File: config.mk
export PLATFORM = sky130hd
export DESIGN_NAME = alu_iter
export DESIGN_NICKNAME = d
export VERILOG_FILES = /design/src/rtl/alu_pkg.sv /design/src/rtl/alu_shift_unit.sv /design/src/rtl/alu_iter.sv
export SDC_FILE = /design/constraint.sdc
export NUM_CORES = 1
export LEC_CHECK = 0
export BUFFER_PORTS_ARGS = -buffer_cell sky130_fd_sc_hd__buf_2
export CAP_MARGIN = 20
export CORE_UTILIZATION = 56
export DETAILED_ROUTE_END_ITERATION = 8
export PLACE_DENSITY = 0.79
export SLEW_MARGIN = 10
export SYNTH_ARGS = -nofsm -noshare
export SYNTH_HDL_FRONTEND = slang
export SYNTH_SLANG_ARGS = --single-unit
File: constraint.sdc
create_clock -name clk -period 3.3 [get_ports clk]
set_clock_uncertainty 0.15 [all_clocks]
set_input_delay 0.66 -clock clk [delete_from_list [all_inputs] [get_ports clk]]
set_output_delay 0.66 -clock clk [all_outputs]
set_load 0.02 [all_outputs]
File: src/rtl/alu_pkg.sv
// Shared ALU definitions: operation codes, sequencer states and datapath widths.
// Shared with the ALU controller, so keep the operation encodings fixed.
package alu_pkg;

  localparam int DATA_WIDTH  = 32;
  localparam int SHAMT_WIDTH = 5;

  typedef enum logic [3:0] {
    OP_AND = 4'b0000,
    OP_OR  = 4'b0001,
    OP_ADD = 4'b0010,
    OP_XOR = 4'b0011,
    OP_SLL = 4'b0100,
    OP_SRL = 4'b0101,
    OP_SUB = 4'b0110,
    OP_SRA = 4'b0111,
    OP_BEQ = 4'b1000,
    OP_BNE = 4'b1001,
    OP_BGE = 4'b1010,
    OP_SLT = 4'b1100
  } alu_op_e;

  typedef enum logic [1:0] {
    ST_IDLE  = 2'd0,
    ST_SHIFT = 2'd1,
    ST_DONE  = 2'd2
  } alu_state_e;

endpackage

File: src/rtl/alu_shift_unit.sv
// Shift datapath. Default build: one-bit step per call (pass-through when shamt is 0).
// With ALU_FAST_SHIFT_EN defined: full barrel shift by shamt in one cycle.
module alu_shift_unit
  import alu_pkg::*;
(
  input  alu_op_e                op,
  input  logic [DATA_WIDTH-1:0]  data,
  input  logic [SHAMT_WIDTH-1:0] shamt,
  output logic [DATA_WIDTH-1:0]  result
);

`ifdef ALU_FAST_SHIFT_EN
  always_comb begin
    result = data;
    case (op)
      OP_SLL:  result = data << shamt;
      OP_SRL:  result = data >> shamt;
      OP_SRA:  result = DATA_WIDTH'($signed(data) >>> shamt);
      default: result = data;
    endcase
  end
`else
  logic [DATA_WIDTH-1:0] step;

  always_comb begin
    step = data;
    case (op)
      OP_SLL:  step = {data[DATA_WIDTH-2:0], 1'b0};
      OP_SRL:  step = {1'b0, data[DATA_WIDTH-1:1]};
      OP_SRA:  step = {data[DATA_WIDTH-1], data[DATA_WIDTH-1:1]};
      default: step = data;
    endcase
  end

  // shamt of zero means "no shift left to do": the operand passes straight through
  assign result = (shamt == '0) ? data : step;
`endif

endmodule

File: src/rtl/alu_iter.sv
// Handshaked ALU with iterative shifter; ALU_FAST_SHIFT_EN selects a single-cycle
// barrel shifter instead (no SHIFT state, no shift counter).
//
// state    | meaning
// ST_IDLE  | waiting for a request, in_ready=1
// ST_SHIFT | shifting one bit per cycle until counter reaches terminal count
// ST_DONE  | result valid and held until out_ready
module alu_iter
  import alu_pkg::*;
#(
  parameter int DATA_WIDTH = 32
) (
  input  logic                  clk,
  input  logic                  rst_n,
  input  logic                  in_valid,
  output logic                  in_ready,
  input  logic [3:0]            Operation,
  input  logic [DATA_WIDTH-1:0] SrcA,
  input  logic [DATA_WIDTH-1:0] SrcB,
  output logic                  out_valid,
  input  logic                  out_ready,
  output logic [DATA_WIDTH-1:0] ALUResult,
  output logic                  Zero
);

  alu_op_e                op;
  alu_state_e             state;
  logic                   accept;
  logic                   go_shift;
  alu_op_e                sh_op;
  logic [DATA_WIDTH-1:0]  sh_data;
  logic [SHAMT_WIDTH-1:0] sh_amt;
  logic [DATA_WIDTH-1:0]  sh_out;
  logic [DATA_WIDTH-1:0]  alu_res;

  assign op       = alu_op_e'(Operation);
  assign in_ready = (state == ST_IDLE) || ((state == ST_DONE) && out_ready);
  assign accept   = in_valid && in_ready;

`ifdef ALU_FAST_SHIFT_EN
  assign go_shift = 1'b0;
  assign sh_op    = op;
  assign sh_data  = SrcA;
  assign sh_amt   = SrcB[SHAMT_WIDTH-1:0];
`else
  logic [SHAMT_WIDTH-1:0] cnt;
  logic [DATA_WIDTH-1:0]  shreg;
  alu_op_e                op_q;

  assign go_shift = (op inside {OP_SLL, OP_SRL, OP_SRA}) && (SrcB[SHAMT_WIDTH-1:0] != '0);
  // the shifter serves the accept cycle from the inputs and the SHIFT state from the working register
  assign sh_op    = (state == ST_SHIFT) ? op_q  : op;
  assign sh_data  = (state == ST_SHIFT) ? shreg : SrcA;
  assign sh_amt   = (state == ST_SHIFT) ? cnt   : SrcB[SHAMT_WIDTH-1:0];
`endif

  alu_shift_unit u_shift (
    .op     (sh_op),
    .data   (sh_data),
    .shamt  (sh_amt),
    .result (sh_out)
  );

  always_comb begin
    alu_res = '0;
    case (op)
      OP_AND:                 alu_res = SrcA & SrcB;
      OP_OR:                  alu_res = SrcA | SrcB;
      OP_ADD:                 alu_res = SrcA + SrcB;
      OP_XOR:                 alu_res = SrcA ^ SrcB;
      OP_SUB:                 alu_res = SrcA - SrcB;
      OP_SLL, OP_SRL, OP_SRA: alu_res = sh_out;
      OP_BEQ:                 alu_res = {{(DATA_WIDTH-1){1'b0}}, SrcA == SrcB};
      OP_BNE:                 alu_res = {{(DATA_WIDTH-1){1'b0}}, SrcA != SrcB};
      OP_BGE:                 alu_res = {{(DATA_WIDTH-1){1'b0}}, $signed(SrcA) >= $signed(SrcB)};
      OP_SLT:                 alu_res = {{(DATA_WIDTH-1){1'b0}}, $signed(SrcA) <  $signed(SrcB)};
      default:                alu_res = '0;
    endcase
  end

  always_ff @(posedge clk or negedge rst_n) begin
    if (!rst_n) begin
      state     <= ST_IDLE;
      out_valid <= 1'b0;
      ALUResult <= '0;
      Zero      <= 1'b1;
`ifndef ALU_FAST_SHIFT_EN
      cnt       <= '0;
      shreg     <= '0;
      op_q      <= OP_AND;
`endif
    end else if (accept) begin
      if (!go_shift) begin
        state     <= ST_DONE;
        out_valid <= 1'b1;
        ALUResult <= alu_res;
        Zero      <= (alu_res == '0);
      end
`ifndef ALU_FAST_SHIFT_EN
      else begin
        state     <= ST_SHIFT;
        out_valid <= 1'b0;
        shreg     <= SrcA;
        cnt       <= SrcB[SHAMT_WIDTH-1:0];
        op_q      <= op;
      end
`endif
    end else begin
      case (state)
`ifndef ALU_FAST_SHIFT_EN
        ST_SHIFT: begin
          shreg <= sh_out;
          cnt   <= cnt - SHAMT_WIDTH'(1);
          if (cnt == SHAMT_WIDTH'(1)) begin
            state     <= ST_DONE;
            out_valid <= 1'b1;
            ALUResult <= sh_out;
            Zero      <= (sh_out == '0);
          end
        end
`endif
        ST_DONE: begin
          if (out_ready) begin
            state     <= ST_IDLE;
            out_valid <= 1'b0;
          end
        end
        default: begin
          state     <= ST_IDLE;
          out_valid <= 1'b0;
        end
      endcase
    end
  end

endmodule

==> results of run 1 <==
## metrics by stage
stage	util	setup slack, ns
3_3_place_gp	0.836	-1.08
2_1_floorplan	-	-0.537
3_5_place_dp	0.836	-1.12
4_1_cts	0.900	-0.544
## layer usage
layer,overflow,global-route usage
met4,158,0.971
met2,343,1.06
met5,1,0.456
met1,10,0.866
met3,17,0.761
## cells by family after synthesis
family	synth area share
flops	0.176
mux	0.0398
simple gates	0.216
buf+inv	0.0826
fa+ha+maj	0.118
compound gates	0.356
xor+xnor	0.0105
## cell usage after synthesis, drive strengths merged (4+ instances only)
master	n
xnor2	12
a22o	7
a31oi	9
dfrtp	75
a21o	19
o221ai	11
a21oi	160
inv	120
o31ai	20
nand2	141
nand3	30
o221a	5
nor2b	15
o22ai	35
or3	7
and3	8
o21ai	147
and2	9
nor2	163
buf	40
a21bo	5
o21a	13
a221oi	9
nor3b	5
a21boi	7
a211o	11
a211oi	25
nand4	22
a22oi	23
or2	8
a2111oi	5
o211a	4
a221o	6
o311ai	7
mux2	8
o211ai	9
o2111ai	4
mux2i	31
nor3	37
clkbuf	60
ha	99
o311a	4
nor4	20
nand2b	14
o22a	6
## timing repair
item | CTS
gates resized for setup | 150
buffers inserted | 31
endpoints found under the setup margin | 21
pin swaps | 51
==> results.txt, run 1 <==
- For this design, the CTS-stage hold fixing added 0 buffers.
- Std cell rows: 50
- TritonCTS created 9 clock buffers.
* Register bit count reported by yosys: between 70 and 80
- Yosys attributes the largest share of cell area to sky130_fd_sc_hd__dfrtp_1, sky130_fd_sc_hd__ha_1, sky130_fd_sc_hd__a21oi_1.
- After global-route timing repair, the worst endpoint was Zero$_DFFE_PN1P_/D.
- The tool reported: "[ERROR GRT-0232] Routing congestion too high. Check the congestion heatmap in the GUI".
- Synth Area per Inst: between 7 and 8 um2
- Clk sink count: 76
- The flow halted during global routing.
- Buffers from clock root to sink, at most: 2
- Library cell used as clock root buffer: sky130_fd_sc_hd__clkbuf_16
* Weighted congestion at the end of routability-driven global placement: approximately 1.1
* Number of port buffers: roughly 110
- Die Span Y: about 140 um
* Number of synthesis warnings: 0
* Global-route usage over all layers: 0.899
* Share of synthesized flip-flops with an asynchronous set or reset: 1.00
- Among all flip-flop cells after synthesis, the most frequent one is sky130_fd_sc_hd__dfrtp_1.
* Pin count of the biggest net entering global routing: 74
- X dimension of the die: about 140 um
- Starting density of the core: 0.574
- The flow did not finish.
* Share of the synthesized area in the top cell type: 0.174
* Worst End Pin Type: register input
* Number of placed I/O pins: ~110
* Number of H-tree levels: 3
* Placed cell count: about 2.3k
- Nets in the synthesized netlist: around 1.7k
- Synthesized netlist cell count: about 1.5k
* Leftover overflow at the end of global routing: 529
* Post-Syn Area: approximately 0.011 mm2
- Sequential-to-total area share from yosys stat: 0.176
* Number of flops mapped to enable cells by yosys: 0
- Top cell type by total area after synthesis: sky130_fd_sc_hd__dfrtp_1
- Placed instance area: around 0.016 mm2
- Unique cell type count in the Yosys netlist: 103
- The HPWL after detailed placement is just over 40000 um.
==> inputs of run 2 (changes only) <==
- CORE_UTILIZATION: 56 -> 40
- PLACE_DENSITY: 0.79 -> not set
- PLACE_DENSITY_LB_ADDON: not set -> 0.15
- clock period: 3.3 -> 4.29 ns (I/O delays scaled with it)
==> run 2 against run 1 <==
Net effect: the flow now finishes, with violations (DRC); synthesized cell count unchanged; area after synthesis unchanged.
==> results.txt, run 2 <==
- Outcome: complete, but fails checks
- Violated checks: DRC
- Library cell used as clock root buffer: sky130_fd_sc_hd__clkbuf_16
- Overall die area: 0.0277 mm2
- Including well taps, the total number of placed cells is between 2k and 2.5k.
- Most common library cell in the layout ignoring fill and taps: sky130_fd_sc_hd__buf_4
- Number of pins exceeding their max-slew limit in the final report: 0
- Antenna fix cells: 0
- The largest registers in the layout are ALUResult (32), shreg (32), cnt (5).
* End point of the critical path: Zero
- Global-route wire length before repair: between 70000 and 80000 um
- Global routing finished with a remaining overflow of 0.
- Worst path cell trace: buf_2 -> inv_1 -> ha_2 -> or2_2 -> a21oi_4 -> a21oi_2 -> o2111ai_4 -> buf_6 -> a21oi_1 -> o31ai_1 -> mux2_2 -> a221oi_2 -> buf_4 -> nand4_1 -> or4_4 -> o31ai_4
- The startpoint identified for the worst register-to-register timing path is state[0].
- Clock tree from TritonCTS: done
* VDD IR max: 0.220 mV
- Number of synthesis warnings: 0
- Cell at the slowest stage of the critical path: sky130_fd_sc_hd__or4_4
- Finished Layout Cells: around 2.3k
* Average via count per standard cell: 5.99
* Upper clock frequency limit: approximately 240 MHz
- After technology mapping, the gate count stands at approximately 1.5k.
- In this run, CTS created clock tree buffers numbering 9.
- Setup TNS Final: 0 ns
* Std cell rows: 59
- Starting density of the core: 0.411
* Worst skew pair latency: about 0.37 ns
- The final hold violation count was 0.
- Startpoint Class: input port
- Entering global routing, the biggest net connects 66 pins.
- In the global route stage, overall resource usage came out at 0.376.
- Final worst path period need: about 4.2 ns
* Buffers from clock root to sink, at most: 2
- Along the worst path, the maximum fanout reaches 5.
* Area added between synthesis and finish: 41.0%
* Post-Syn Area: 0.0108 mm2
- Overall via count from detail_route: 13.8k
- Dividing the final minimum period by the clock period gives 0.982.
- Delay of the slowest critical-path stage: approximately 0.55 ns
- For this run, the leading register cell type out of synthesis is sky130_fd_sc_hd__dfrtp_1.
- In the routed design, unresolved DRC markers number 7.
- The number of cells on the worst reg-to-reg path is 14.
- For the worst setup path, the data arrival time is about 4.3 ns.
- Largest cells by area after synthesis: sky130_fd_sc_hd__dfrtp_1, sky130_fd_sc_hd__ha_1, sky130_fd_sc_hd__a21oi_1
* Initial antenna violation count: 0
* Top cells by instance count after synthesis: sky130_fd_sc_hd__nor2_1, sky130_fd_sc_hd__a21oi_1, sky130_fd_sc_hd__o21ai_0, sky130_fd_sc_hd__nand2_1, sky130_fd_sc_hd__inv_1
- Crit path capture type: flip-flop
- After floorplanning, the core was sized to cover 0.0263 mm2.
- Dividing the detail-routed wire length by the instance count gives about 23 um.
- Final Setup Violations: 0
- Top cell type by total area after synthesis: sky130_fd_sc_hd__dfrtp_1
- Required @ worst endpoint: around 4.4 ns
- Worst min-delay path class: reg -> reg
- X dimension of the die: roughly 170 um
- In this run the worst setup path begins at SrcB[9].
- For this run, the register share of the synthesized area comes to 0.176.
- After clock tree synthesis, the clock-pin slew on the worst setup and hold paths is around 0.070 ns.
- The number of nets handed over by synthesis was about 1.7k.
- DP HPWL: about 42000 um
- Number of nets with antenna violations after routing: 0
* Share of synthesized flip-flops with an asynchronous set or reset: 1.00
* Fraction of layout instances using a drive strength above 1: 0.331
- FF-to-FF setup slack: roughly 0.16 ns
* Number of placed I/O pins: approximately 110
- Headroom to the max-slew limit: 0.356
* Worst hold start: op_q[2]
- Most frequent cells in the layout: sky130_fd_sc_hd__buf_4, sky130_fd_sc_hd__nor2_1, sky130_fd_sc_hd__a21oi_1
* Number of H-tree levels: 3
* Max Cap Viol: 0
- Counting distinct cell types in the post-synthesis netlist gives 103.
* Final-stage net count: 2134
* Via count of the first global-routing pass: about 13k
- Input and output buffers added on the ports amount to 106.
* Unrepaired setup endpoints after global routing: yes
- The analysis attributes to cell leakage a power of ~7 nW.
- The first TritonRoute pass finished after 8 iterations.
* DR iter-0 viols: around 1.5k
* Worst R2R End: Zero
- The final layout contains routed wiring with a total length of between 50000 and 60000 um.
- Category of the most critical setup path: in -> reg
- Total power per unit cell area: roughly 320 mW/mm2
- The tree built by TritonCTS fans out to 76 sinks.
* Register bit count reported by yosys: 76
- Share of the synthesized area in the top cell type: 0.174
- In this run, synthesis inferred 0 flip-flops with an integrated enable.
- Hold repair after CTS inserted 0 buffers.
* Die Span Y: 166 um
- By instance count, the leading cell after synthesis is sky130_fd_sc_hd__nor2_1.
* Synth Area per Inst: roughly 7.1 um2
- At the pin with the least slew margin, the transition time is 0.966 ns.
* Weighted congestion at the end of routability-driven global placement: between 1 and 1.5
run 2: cell counts after synthesis:
No cell type changed its count.
run 2: metrics by stage:
stage / power (mW) / hold slack (ns) / cell area (um2) / util / setup slack (ns)
final: 4.83 / 0.321 / 15200 / 0.580 / 0.0757
after floorplan: 2.63 / 0.276 / 10800 / - / 0.0631
after detailed placement: 3.86 / 0.303 / 14500 / 0.551 / -0.990
after global routing: 5.12 / 0.347 / 15200 / 0.580 / -0.0648
after CTS: 4.75 / 0.325 / 14900 / 0.566 / 0.00237
after global placement: 3.83 / 0.292 / 14500 / 0.551 / -0.886
run 2: area by class of cell:
cell class              count  area (um2)
well taps                 335         419
fillers                  2588       11000
multi-input cells        1232        8450
repair buffers            521        3700
clock buffers               9         225
inverters                 121         454
flip-flops and latches     76        1900
clock inverters             7        82.6
run 2: report_power, final:
part | total (mW) | internal [mW] | switching [mW]
Sequential | 1.20 | 1.02 | 0.181
Combinational | 2.77 | 1.13 | 1.64
Clock | 0.867 | 0.462 | 0.404
Total | 4.83 | 2.61 | 2.22
run 2: worst min path at each step:
stage / slack [ns] / cells after the start / endpoint
6_report: 0.32 / 1 / op_q[2]
3_3_place_gp: 0.29 / 1 / op_q[2]
2_1_floorplan: 0.28 / 1 / op_q[2]
3_5_place_dp: 0.30 / 1 / op_q[2]
5_1_grt: 0.35 / 1 / op_q[3]
4_1_cts: 0.32 / 2 / ALUResult[30]
run 2: worst max-delay path: cells and delay by family:
| family | cells | cell delay [ns] |
|---|---|---|
| adder cells (fa/ha/maj) | 1 | 0.33 |
| AO/OA/AOI/OAI | 7 | 1.27 |
| buffers and inverters | 4 | 0.51 |
| multiplexers | 1 | 0.38 |
| AND/OR/NAND/NOR | 3 | 0.98 |
run 2: what timing repair did:
action	in CTS	in global routing
gates cloned	0	0
endpoints found under the setup margin	3	5
pin swaps	7	21
resized for setup	11	59
endpoints found under the hold margin	0	0
setup buffers	2	6
run 2: kinds of logic (layout without fill, tap and decap cells):
group / after synthesis / count (layout) / share of synthesized area
compound gates: 584 / 584 / 0.356
simple gates: 494 / 494 / 0.216
buf+inv: 221 / 658 / 0.0826
fa+ha+maj: 101 / 101 / 0.118
flops: 76 / 76 / 0.176
mux: 40 / 40 / 0.0398
xor+xnor: 13 / 13 / 0.0105
run 2: metal layers:
layer / GRT usage / share of wire / vias to the layer above / wire, um
met5: 0 / 0 / - / 0
li1: - / - / 6456 / -
met3: 0.0419 / 0.066 / 141 / 3500
met2: 0.632 / 0.46 / 647 / 24400
met4: 0.196 / 0.053 / 0 / 2800
met1: 0.476 / 0.42 / 6548 / 22000
Note: power is estimated with default switching activity, not from simulation.
==> inputs of run 3 (changes only) <==
--- a/config.mk
+++ b/config.mk
@@ -9,4 +9,5 @@
 export CAP_MARGIN = 20
 export CORE_UTILIZATION = 40
+export CTS_BUF_LIST = sky130_fd_sc_hd__clkbuf_16
 export DETAILED_ROUTE_END_ITERATION = 8
 export PLACE_DENSITY_LB_ADDON = 0.15
==> constraint.sdc (replaced) <==
create_clock -name clk -period 4.29 [get_ports clk]
set_clock_uncertainty 0.15 [all_clocks]
set_input_delay 0 -clock clk [delete_from_list [all_inputs] [get_ports clk]]
set_output_delay 0 -clock clk [all_outputs]
set_load 0.02 [all_outputs]
==> run 3 against run 2 <==
Net effect: the flow still finishes with violations (DRC); critical path depth did not move; wire length fell by 1.7%; count of clock-buffer cells in the layout did not move; sequential power barely moved; cell area fell by 15%; via count fell by 6.3%; non-clock buffer count fell by 268; die area did not move; clock power rose by 2.4%; critical path type unchanged; highest routed layer unchanged.
==> results.txt, run 3 (same netlist as run 2, synthesis figures left out) <==
- For the worst setup path, the data arrival time is 4.21 ns.
- The total area inside the core boundary comes to about 0.026 mm2.
- In this run the static leakage power is between 5 and 6 nW.
- Registers with the most flip-flops: ALUResult (32), shreg (32), cnt (5)
* Clock input transition at the sequential cells of the worst setup and hold paths: about 0.07 ns
* Antenna fix cells: 0
- Crit path capture type: flip-flop
- Delay of the slowest critical-path stage: approximately 0.64 ns
- Std cell rows: between 50 and 60
- Average via count per standard cell: between 6 and 7
- Cell-internal power: roughly 2.3 mW
- Finished Layout Cells: 2033
* Leftover overflow at the end of global routing: 0
- Cell at the slowest stage of the critical path: sky130_fd_sc_hd__a2111oi_0
- The share of total power dissipated in combinational logic is 0.536.
* Final-stage net count: between 1.5k and 2k
- Global-route usage over all layers: 0.371
- In this run the power spent charging and discharging nets is 2.19 mW.
* Worst-Margin Slew: slightly below 1 ns
- In the final routed layout, each cell accounts on average for between 20 and 30 um.
* Pin count of the biggest net entering global routing: 61
* Violated checks: DRC
- Final worst path period need: approximately 4.1 ns
* Sw Ratio: 0.484
- VDD IR max: between 0.2 and 0.3 mV
* Most frequent CP cell: sky130_fd_sc_hd__nand2_1
- Measured against its own limit, the worst slew margin works out to 0.346.
* Routed wire length: slightly above 50000 um
- Required @ worst endpoint: around 4.4 ns
* Fraction of layout instances using a drive strength above 1: 0.178
* Weighted congestion at the end of routability-driven global placement: between 1 and 1.5
- Via count of the first global-routing pass: 12.5k
- CP Max Fanout: 13
* Filler instances: approximately 2.8k
- Number of H-tree levels: 3
- The library cell used most frequently in the layout, excluding fill and tap cells, is sky130_fd_sc_hd__nor2_1.
* Startpoint Class: input port
- The critical path goes through dlygate4sd3_1 -> buf_2 -> inv_1 -> ha_1 -> nand4_1 -> a211oi_1 -> nand2_1 -> a21boi_1 -> o22ai_1 -> o41a_1 -> a2111oi_0 -> mux2i_1 -> a21oi_1 -> buf_4 -> nand2_1 -> a22o_1.
* Part of the total power dissipated in the clock network: 0.196
- Worst min-delay path class: in -> reg
- Setup TNS Final: 0 ns
- Of the total power, registers draw 0.267.
* Total CTS buffers: 9
* Top delay family on crit path: compound AO/OA/AOI/OAI gates
- Final Instance Area: about 0.013 mm2
- The initial utilization of the core area, before any placement, comes to 0.411.
* Final core area utilization: 0.495
* Overall die area: roughly 0.028 mm2
* Area added between synthesis and finish: 20.4%
- After detailed routing, the number of remaining DRC violations is 7.
* Crit path buffers/inverters: 4
* DP HPWL: around 40000 um
- Total power per unit cell area: 347 mW/mm2
- Setup violations remaining at the end of the flow were counted as 0.
- Outcome: complete, but fails checks
- Summing over every cut layer, the via total after detailed routing is around 13k.
- In this run the count of I/O pins placed on the die edge is 107.
- X dimension of the die: 166 um
- Number of port buffers: around 110
* Initial antenna violation count: 0
* Fin crit share: 0.958
- The final hold violation count was 0.
* Clock tree from TritonCTS: done
- The detailed router finished its first iteration with between 1k and 1.5k violations.
- In this run the remaining antenna-violating nets after routing total 0.
- Max Cap Viol: 0
* Upper clock frequency limit: between 200 and 250 MHz
- Clock latency on the worst-skew pair, taken at its later pin, is 0.38 ns.
- OpenSTA, run right after detailed placement, puts the worst setup slack at -0.217 ns.
- The first global-routing pass estimated between 70000 and 80000 um of wire.
- Category of the most critical setup path: in -> reg
- Total iterations of the first detailed-routing run: 8
* Clk sink count: 76
- After layout, the worst setup slack is ~0.18 ns.
- From bottom edge to top edge, the die measures ~170 um.
- Buffers from clock root to sink, at most: 2
* Library cell used as clock root buffer: sky130_fd_sc_hd__clkbuf_16
* Placed instance area: ~0.012 mm2
- Number of pins exceeding their max-slew limit in the final report: 0
- The library cells used most frequently in the layout, excluding fill and tap cells, are sky130_fd_sc_hd__nor2_1, sky130_fd_sc_hd__a21oi_1, sky130_fd_sc_hd__o21ai_0.
* Placed cell count: 1973
[run 3: cell types whose count changed in the layout (fill, tap and decap cells not counted), sizes merged]
cell,previous run,this run
buf,521,211
dlygate4sd3,0,42
[run 3: timing repair]
item                                    CTS  global route
hold buffers                             42             0
gates resized for setup                   1            16
pin swaps                                 0             7
endpoints found under the setup margin    1             1
endpoints found under the hold margin    62             0
cloned                                    0             0
buffers inserted                          0             2
[run 3: metrics by stage]
step	power [mW]	hold slack (ns)
2_1_floorplan	2.63	-0.446
3_3_place_gp	3.53	-0.158
3_5_place_dp	3.54	-0.157
4_1_cts	4.47	0.119
5_1_grt	4.79	0.139
6_report	4.52	0.141
[run 3: path summary, 6_finish.rpt]
path | slack [ns] | endpoint | cells past startpoint | startpoint
hold reg to reg | 0.32 | ALUResult[30] | 2 | ALUResult[30]
max in group asynchronous | 2.09 | shreg[8] | 4 | rst_n
hold / removal | 0.14 | op_q[0] | 2 | Operation[0]
min in group asynchronous | 0.48 | shreg[2] | 3 | rst_n
setup / recovery | 0.18 | ALUResult[26] | 16 | SrcA[10]
setup reg to reg | 0.24 | Zero | 12 | cnt[2]
[run 3: routing by layer]
metal  up-vias  routed length (um)  track usage
met3       165                3880       0.0508
met5         -                   0            0
met2       655               23100        0.594
li1       5923                   -            -
met4         0                3110        0.204
met1      6178               21800        0.483
[run 3: final cells by class]
class / instances / area, um2 / share of cell area
Timing Repair Buffer: 253 / 1770 / 0.136
Multi-Input combinational cell: 1232 / 8160 / 0.627
Clock buffer: 9 / 225 / 0.0173
Inverter: 121 / 454 / 0.0349
Clock inverter: 7 / 82.6 / 0.00635
Sequential cell: 76 / 1900 / 0.146
Tap cell: 335 / 419 / 0.0322
[run 3: worst reg2reg max path, cell delays in order (launching register included)]
cell	delay (ns)
sky130_fd_sc_hd__dfrtp_1	0.43
sky130_fd_sc_hd__nor3_1	0.45
sky130_fd_sc_hd__nand3_1	0.28
sky130_fd_sc_hd__nand4_1	0.22
sky130_fd_sc_hd__buf_12	0.22
sky130_fd_sc_hd__o22ai_1	0.15
sky130_fd_sc_hd__a221o_1	0.38
sky130_fd_sc_hd__a211oi_2	0.27
sky130_fd_sc_hd__nand4_1	0.19
sky130_fd_sc_hd__nor4_2	0.29
sky130_fd_sc_hd__nand4_1	0.14
sky130_fd_sc_hd__or4_1	0.56
sky130_fd_sc_hd__o31ai_2	0.25
[run 3: power by group through the flow]
stage,combinational [mW],clock [mW],sequential (mW)
6_report,2.42,0.888,1.21
5_1_grt,2.62,0.922,1.25
4_1_cts,2.36,0.901,1.21
3_5_place_dp,2.32,0,1.22
3_3_place_gp,2.32,0,1.21
2_1_floorplan,1.29,0,1.33
